--- src/rtl/lap_stopwatch.sv ---
// mm:ss stopwatch / countdown timer with a prescaled one-second tick and a show-ahead lap FIFO.
// Time, status and FIFO state are all registered; lap_min/lap_sec present the FIFO head.
module lap_stopwatch #(
  parameter int CLK_DIV   = 1,
  parameter int MIN_W     = 8,
  parameter int LAP_DEPTH = 4
) (
  input  logic                         clk,
  input  logic                         rst,
  input  logic                         start,
  input  logic                         stop,
  input  logic                         clear,
  input  logic                         mode_down,
  input  logic                         load,
  input  logic [MIN_W-1:0]             load_min,
  input  logic [5:0]                   load_sec,
  input  logic                         lap,
  input  logic                         lap_rd,
  output logic [MIN_W-1:0]             minutes,
  output logic [5:0]                   seconds,
  output logic [1:0]                   status,
  output logic                         expired,
  output logic                         lap_valid,
  output logic [MIN_W-1:0]             lap_min,
  output logic [5:0]                   lap_sec,
  output logic [$clog2(LAP_DEPTH):0]   lap_count,
  output logic                         lap_overflow
);

  localparam int PW = (CLK_DIV > 1) ? $clog2(CLK_DIV) : 1;
  localparam int AW = $clog2(LAP_DEPTH);
  localparam int CW = AW + 1;
  localparam int EW = MIN_W + 6;
  localparam logic [PW-1:0] PRESC_MAX = PW'(CLK_DIV - 1);
  localparam logic [CW-1:0] FIFO_FULL = CW'(LAP_DEPTH);

  localparam logic [1:0] S_IDLE  = 2'b00;
  localparam logic [1:0] S_RUN   = 2'b01;
  localparam logic [1:0] S_PAUSE = 2'b10;
  localparam logic [1:0] S_EXP   = 2'b11;

  function automatic logic [5:0] sat_sec(input logic [5:0] s);
    return (s > 6'd59) ? 6'd59 : s;
  endfunction

  logic [1:0]       state_q, state_d;
  logic             mode_q, mode_d;
  logic [MIN_W-1:0] min_q, min_d;
  logic [5:0]       sec_q, sec_d;
  logic [PW-1:0]    presc_q, presc_d;
  logic             expired_q, expired_d;
  logic             tick;

  logic [EW-1:0]    mem [LAP_DEPTH];
  logic [AW-1:0]    wr_ptr_q, wr_ptr_d;
  logic [AW-1:0]    rd_ptr_q, rd_ptr_d;
  logic [CW-1:0]    cnt_q, cnt_d;
  logic             ovf_q, ovf_d;
  logic             push_req, push, pop, full;

  // Timekeeping and control FSM
  always_comb begin
    state_d   = state_q;
    mode_d    = mode_q;
    min_d     = min_q;
    sec_d     = sec_q;
    presc_d   = presc_q;
    expired_d = 1'b0;
    tick      = (state_q == S_RUN) && (presc_q == PRESC_MAX);

    if (state_q == S_RUN) begin
      presc_d = tick ? '0 : presc_q + PW'(1);
    end

    if (tick) begin
      if (!mode_q) begin
        if (sec_q == 6'd59) begin
          sec_d = 6'd0;
          min_d = min_q + MIN_W'(1);
        end else begin
          sec_d = sec_q + 6'd1;
        end
      end else begin
        if (sec_q == 6'd0) begin
          sec_d = 6'd59;
          min_d = min_q - MIN_W'(1);
        end else begin
          sec_d = sec_q - 6'd1;
        end
        if ((min_d == '0) && (sec_d == 6'd0)) begin
          state_d   = S_EXP;
          expired_d = 1'b1;
        end
      end
    end

    // Commands are mutually exclusive by priority; the running count above still applies.
    if (clear) begin
      state_d   = S_IDLE;
      min_d     = '0;
      sec_d     = 6'd0;
      presc_d   = '0;
      expired_d = 1'b0;
    end else if (load) begin
      if ((state_q == S_IDLE) || (state_q == S_PAUSE)) begin
        min_d   = load_min;
        sec_d   = sat_sec(load_sec);
        presc_d = '0;
      end
    end else if (stop) begin
      if ((state_q == S_RUN) && !expired_d) begin
        state_d = S_PAUSE;
      end
    end else if (start) begin
      if (state_q == S_IDLE) begin
        if (!(mode_down && (min_q == '0) && (sec_q == 6'd0))) begin
          state_d = S_RUN;
          mode_d  = mode_down;
          presc_d = '0;
        end
      end else if (state_q == S_PAUSE) begin
        state_d = S_RUN;
      end
    end
  end

  // Lap FIFO bookkeeping
  always_comb begin
    full     = (cnt_q == FIFO_FULL);
    push_req = lap && ((state_q == S_RUN) || (state_q == S_PAUSE)) && !clear;
    pop      = lap_rd && (cnt_q != '0) && !clear;
    push     = push_req && (!full || pop);
    wr_ptr_d = wr_ptr_q;
    rd_ptr_d = rd_ptr_q;
    cnt_d    = cnt_q;
    ovf_d    = ovf_q || (push_req && full && !pop);

    if (push) begin
      wr_ptr_d = wr_ptr_q + AW'(1);
    end
    if (pop) begin
      rd_ptr_d = rd_ptr_q + AW'(1);
    end
    if (push && !pop) begin
      cnt_d = cnt_q + CW'(1);
    end else if (pop && !push) begin
      cnt_d = cnt_q - CW'(1);
    end

    if (clear) begin
      wr_ptr_d = '0;
      rd_ptr_d = '0;
      cnt_d    = '0;
      ovf_d    = 1'b0;
    end
  end

  always_ff @(posedge clk) begin
    if (rst) begin
      state_q   <= S_IDLE;
      mode_q    <= 1'b0;
      min_q     <= '0;
      sec_q     <= 6'd0;
      presc_q   <= '0;
      expired_q <= 1'b0;
      wr_ptr_q  <= '0;
      rd_ptr_q  <= '0;
      cnt_q     <= '0;
      ovf_q     <= 1'b0;
    end else begin
      state_q   <= state_d;
      mode_q    <= mode_d;
      min_q     <= min_d;
      sec_q     <= sec_d;
      presc_q   <= presc_d;
      expired_q <= expired_d;
      wr_ptr_q  <= wr_ptr_d;
      rd_ptr_q  <= rd_ptr_d;
      cnt_q     <= cnt_d;
      ovf_q     <= ovf_d;
    end
  end

  // Captures the time as displayed this cycle, i.e. before any coincident tick.
  always_ff @(posedge clk) begin
    if (!rst && push) begin
      mem[wr_ptr_q] <= {min_q, sec_q};
    end
  end

  assign minutes      = min_q;
  assign seconds      = sec_q;
  assign status       = state_q;
  assign expired      = expired_q;
  assign lap_valid    = (cnt_q != '0);
  assign lap_min      = lap_valid ? mem[rd_ptr_q][EW-1:6] : '0;
  assign lap_sec      = lap_valid ? mem[rd_ptr_q][5:0] : 6'd0;
  assign lap_count    = cnt_q;
  assign lap_overflow = ovf_q;

endmodule

--- config.mk ---
export PLATFORM = sky130hd
export DESIGN_NAME = lap_stopwatch
export DESIGN_NICKNAME = d
export VERILOG_FILES = /design/src/rtl/lap_stopwatch.sv
export SDC_FILE = /design/constraint.sdc
export NUM_CORES = 1
export LEC_CHECK = 0
export BUFFER_PORTS_ARGS = -buffer_cell sky130_fd_sc_hd__buf_2
export CAP_MARGIN = 20
export CELL_PAD_IN_SITES_DETAIL_PLACEMENT = 1
export CELL_PAD_IN_SITES_GLOBAL_PLACEMENT = 1
export CORE_UTILIZATION = 46
export DETAILED_ROUTE_END_ITERATION = 7
export GPL_TIMING_DRIVEN = 0
export HOLD_SLACK_MARGIN = 0.06
export PLACE_DENSITY_LB_ADDON = 0.1
export SLEW_MARGIN = 20
export SYNTH_ARGS = -nofsm -noshare
export SYNTH_HDL_FRONTEND = slang
export SYNTH_SLANG_ARGS = --single-unit
--- constraint.sdc ---
create_clock -name clk -period 2.9 [get_ports clk]
set_clock_uncertainty 0.15 [all_clocks]
set_input_delay 0.58 -clock clk [delete_from_list [all_inputs] [get_ports clk]]
set_output_delay 0.58 -clock clk [all_outputs]
set_load 0.1 [all_outputs]
==> summary.md <==
| Metric | Value |
|---|---|
| Largest net degree at the start of global routing | `17` |
| Drt drc | `0` |
| Top layer in use | `met4` |
| Setup crit start kind | `register` |
| Worst-margin pin slew | `0.768 ns` |
| CP required | `2.17 ns` |
| Gpl congestion | `0.912` |
| Detail Route met3 WL | `335 um` |
| DRT Pass-1 Iters | `4` |
| Area delta synth->final | `17.8%` |
| First-pass GRT wire length | `16900 um` |
| Status | `completed` |
| # setup viols final | `0` |
| Core area | `0.00876 mm^2` |
| CTS tree | `built` |
| Die footprint | `0.00947 mm^2` |
| Final core occ | `56.2%` |
| Total track usage | `23.1%` |
| VDD IR-drop max | `0.211 mV` |
| CP arrival | `2.03 ns` |
| Leakage | `0.00180 uW` |
| Crit path to | `lap_sec[4]` |
| Sequential-to-total area share from yosys stat | `54.1%` |
| Unrepaired setup endpoints after global routing | `no` |
| Initial antenna violation count | `0` |
| PortBufs | `58` |
| Clock sinks | `85` |
| M1 WL | `4750 um` |
| Num ports | `59` |
| CTS resizes | `5` |
| R2R Path Start | `seconds[0]` |
| Cell Area, Synth | `0.00418 mm^2` |
| HP Class | `input pin to register` |
| Die width | `97.3 um` |
| Drt initial violations | `92` |
| Setup Buffers After CTS | `0` |
| Syn avg cell area | `11.7 um^2` |
| Via count | `3082` |
| WL/cell | `19.3 um` |
| Vias per cell | `5.73` |
| Reg2reg end | `status[1]` |
| Ys async rst share | `0%` |
| Multi-input logic area | `0.00189 mm^2` |
| Synthesized flop and latch total | `85` |
| Final worst path period need | `2.76 ns` |
| Initial cell density of the core | `47.7%` |
| N_diodes | `0` |
| Bufs on Longest Clock Path | `2` |
| Yosys warns | `0` |
| Commonest non-fill, non-tap cell in the layout | `buf_2` |
| Final Cycle Share | `95.1%` |
| Site Rows | `34` |
| FILL cells | `952` |
| WL met2 | `5140 um` |
| Syn Inst Count | `357` |
| Die Height | `97.3 um` |
| Kind of critical path | `register to output port` |
| Yosys cell types | `55` |
| Post-DP HPWL | `7610 um` |
| Worst Reg-to-Reg Cells | `8` |
| Slew HR | `48.8%` |
| Hold buffer count at cts | `0` |
| H-tree levels | `3` |
| Placed Area | `0.00470 mm^2` |
| Number of flops mapped to enable cells by yosys | `56` |
| Final nets | `462` |
| Final cell area excluding filler cells | `0.00493 mm^2` |
| Final setup margin | `0.143 ns` |
| Crit-path max FO | `10` |
| CTS Root Cell | `clkbuf_8` |
| Reg2reg setup slack | `0.22 ns` |
| Max-cap check violation count | `0` |
| Final number of hold-violating endpoints | `0` |
| TritonCTS Buffers | `9` |
| Clock Latency Late Sink | `0.37 ns` |
| Worst setup EP type | `output port` |
| Post-Place Worst Slack | `-0.0218 ns` |
| Commonest cells after routing, fill and taps aside | `buf_2, edfxtp_1, nor2_1` |
| Post-synth top flop | `edfxtp_1` |
| Routed WL | `10400 um` |
| Syn_nets | `394` |
| Vias in the first global route | `3196` |
| Sum of negative setup slack | `0 ns` |
| Register Area | `0.00227 mm^2` |
| Fin. max-slew vios | `0` |
| Max frequency | `0.363 GHz` |
| Layout cell share with drive strength beyond 1 | `28.8%` |
| Global route overflow | `0` |
| Cell Pwr Density | `500 mW/mm^2` |
| Final antenna-violating net count | `0` |
| Worst-path clk slew | `0.09 ns` |
==> worst min-delay path by stage <==
stage / cells past startpoint / slack (ns) / from / end
3_3_place_gp: 1 / 0.32 / presc_q / presc_q
4_1_cts: 3 / 0.29 / load_min[5] / minutes[5]
2_1_floorplan: 1 / 0.30 / presc_q / presc_q
6_report: 2 / 0.30 / rst / mode_q
3_5_place_dp: 1 / 0.32 / presc_q / presc_q
5_1_grt: 2 / 0.30 / rst / mode_q
==> registers in the layout (all words and copies together) (netlist names), named ones only <==
name and cells:
expired 1, lap_count 3, lap_overflow 1, mem 56, minutes 8, mode_q 1
presc_q 1, rd_ptr_q 2, seconds 6, status 2, wr_ptr_q 2
==> logic make-up after synthesis <==
logic type               Yosys count  synth area share, %
AND/OR/NAND/NOR                  128                 16.9
buffers and inverters             32                 2.96
XOR/XNOR                          13                 2.72
multiplexers                      19                 8.74
AO/OA/AOI/OAI                     66                 10.1
adder cells (fa/ha/maj)           14                 4.37
flip-flops                        85                 54.1
==> per-stage QoR <==
step	hold WS [ns]	instances	total power, uW
after detailed placement	0.319	523	1610
after CTS	0.288	538	2480
after global placement	0.316	523	1610
after global routing	0.301	538	2550
final	0.297	538	2460
after floorplan	0.304	357	1540
==> per-layer routing <==
layer	GRT usage, %	up-vias
met1	31.7	1527
met4	7.13	0
met3	3.60	12
met2	38.0	73
met5	0	-
li1	-	1470
==> worst max-delay path, stage by stage (launching register included) <==
cell and delay [ns]:
dfxtp_1 0.47, clkbuf_2 0.35, mux4_2 0.28, nor2b_4 0.13, buf_2 0.42
==> final cells by class <==
class | count | share of cell area, %
timing repair buffer | 58 | 5.89
tap | 108 | 2.74
clock inverter | 7 | 1.63
sequential | 85 | 46.2
inverter | 13 | 0.991
multi-input combinational | 240 | 38.4
buffer | 18 | 1.68
clock buffer | 9 | 2.51
==> synth_stat cells, types with 9 or more instances <==
library cell	count	share of area, %
nor2_1	33	3.0
inv_1	13	1.2
edfxtp_1	56	40
ha_1	13	3.9
o21ai_1	14	1.7
nor2b_1	19	2.8
nand3_1	12	1.4
a21oi_1	13	1.6
nand2_1	16	1.4
nor3_1	9	1.1
mux4_2	14	7.5
clkbuf_1	16	1.4
dfxtp_1	29	14
==> power by group <==
group / total (uW) / internal, uW / switching (uW)
combinational: 266 / 73.5 / 193
clock: 877 / 412 / 465
sequential: 1320 / 1290 / 26.8
total: 2460 / 1780 / 685
No activity file was read; power rests on OpenSTA's default activity.
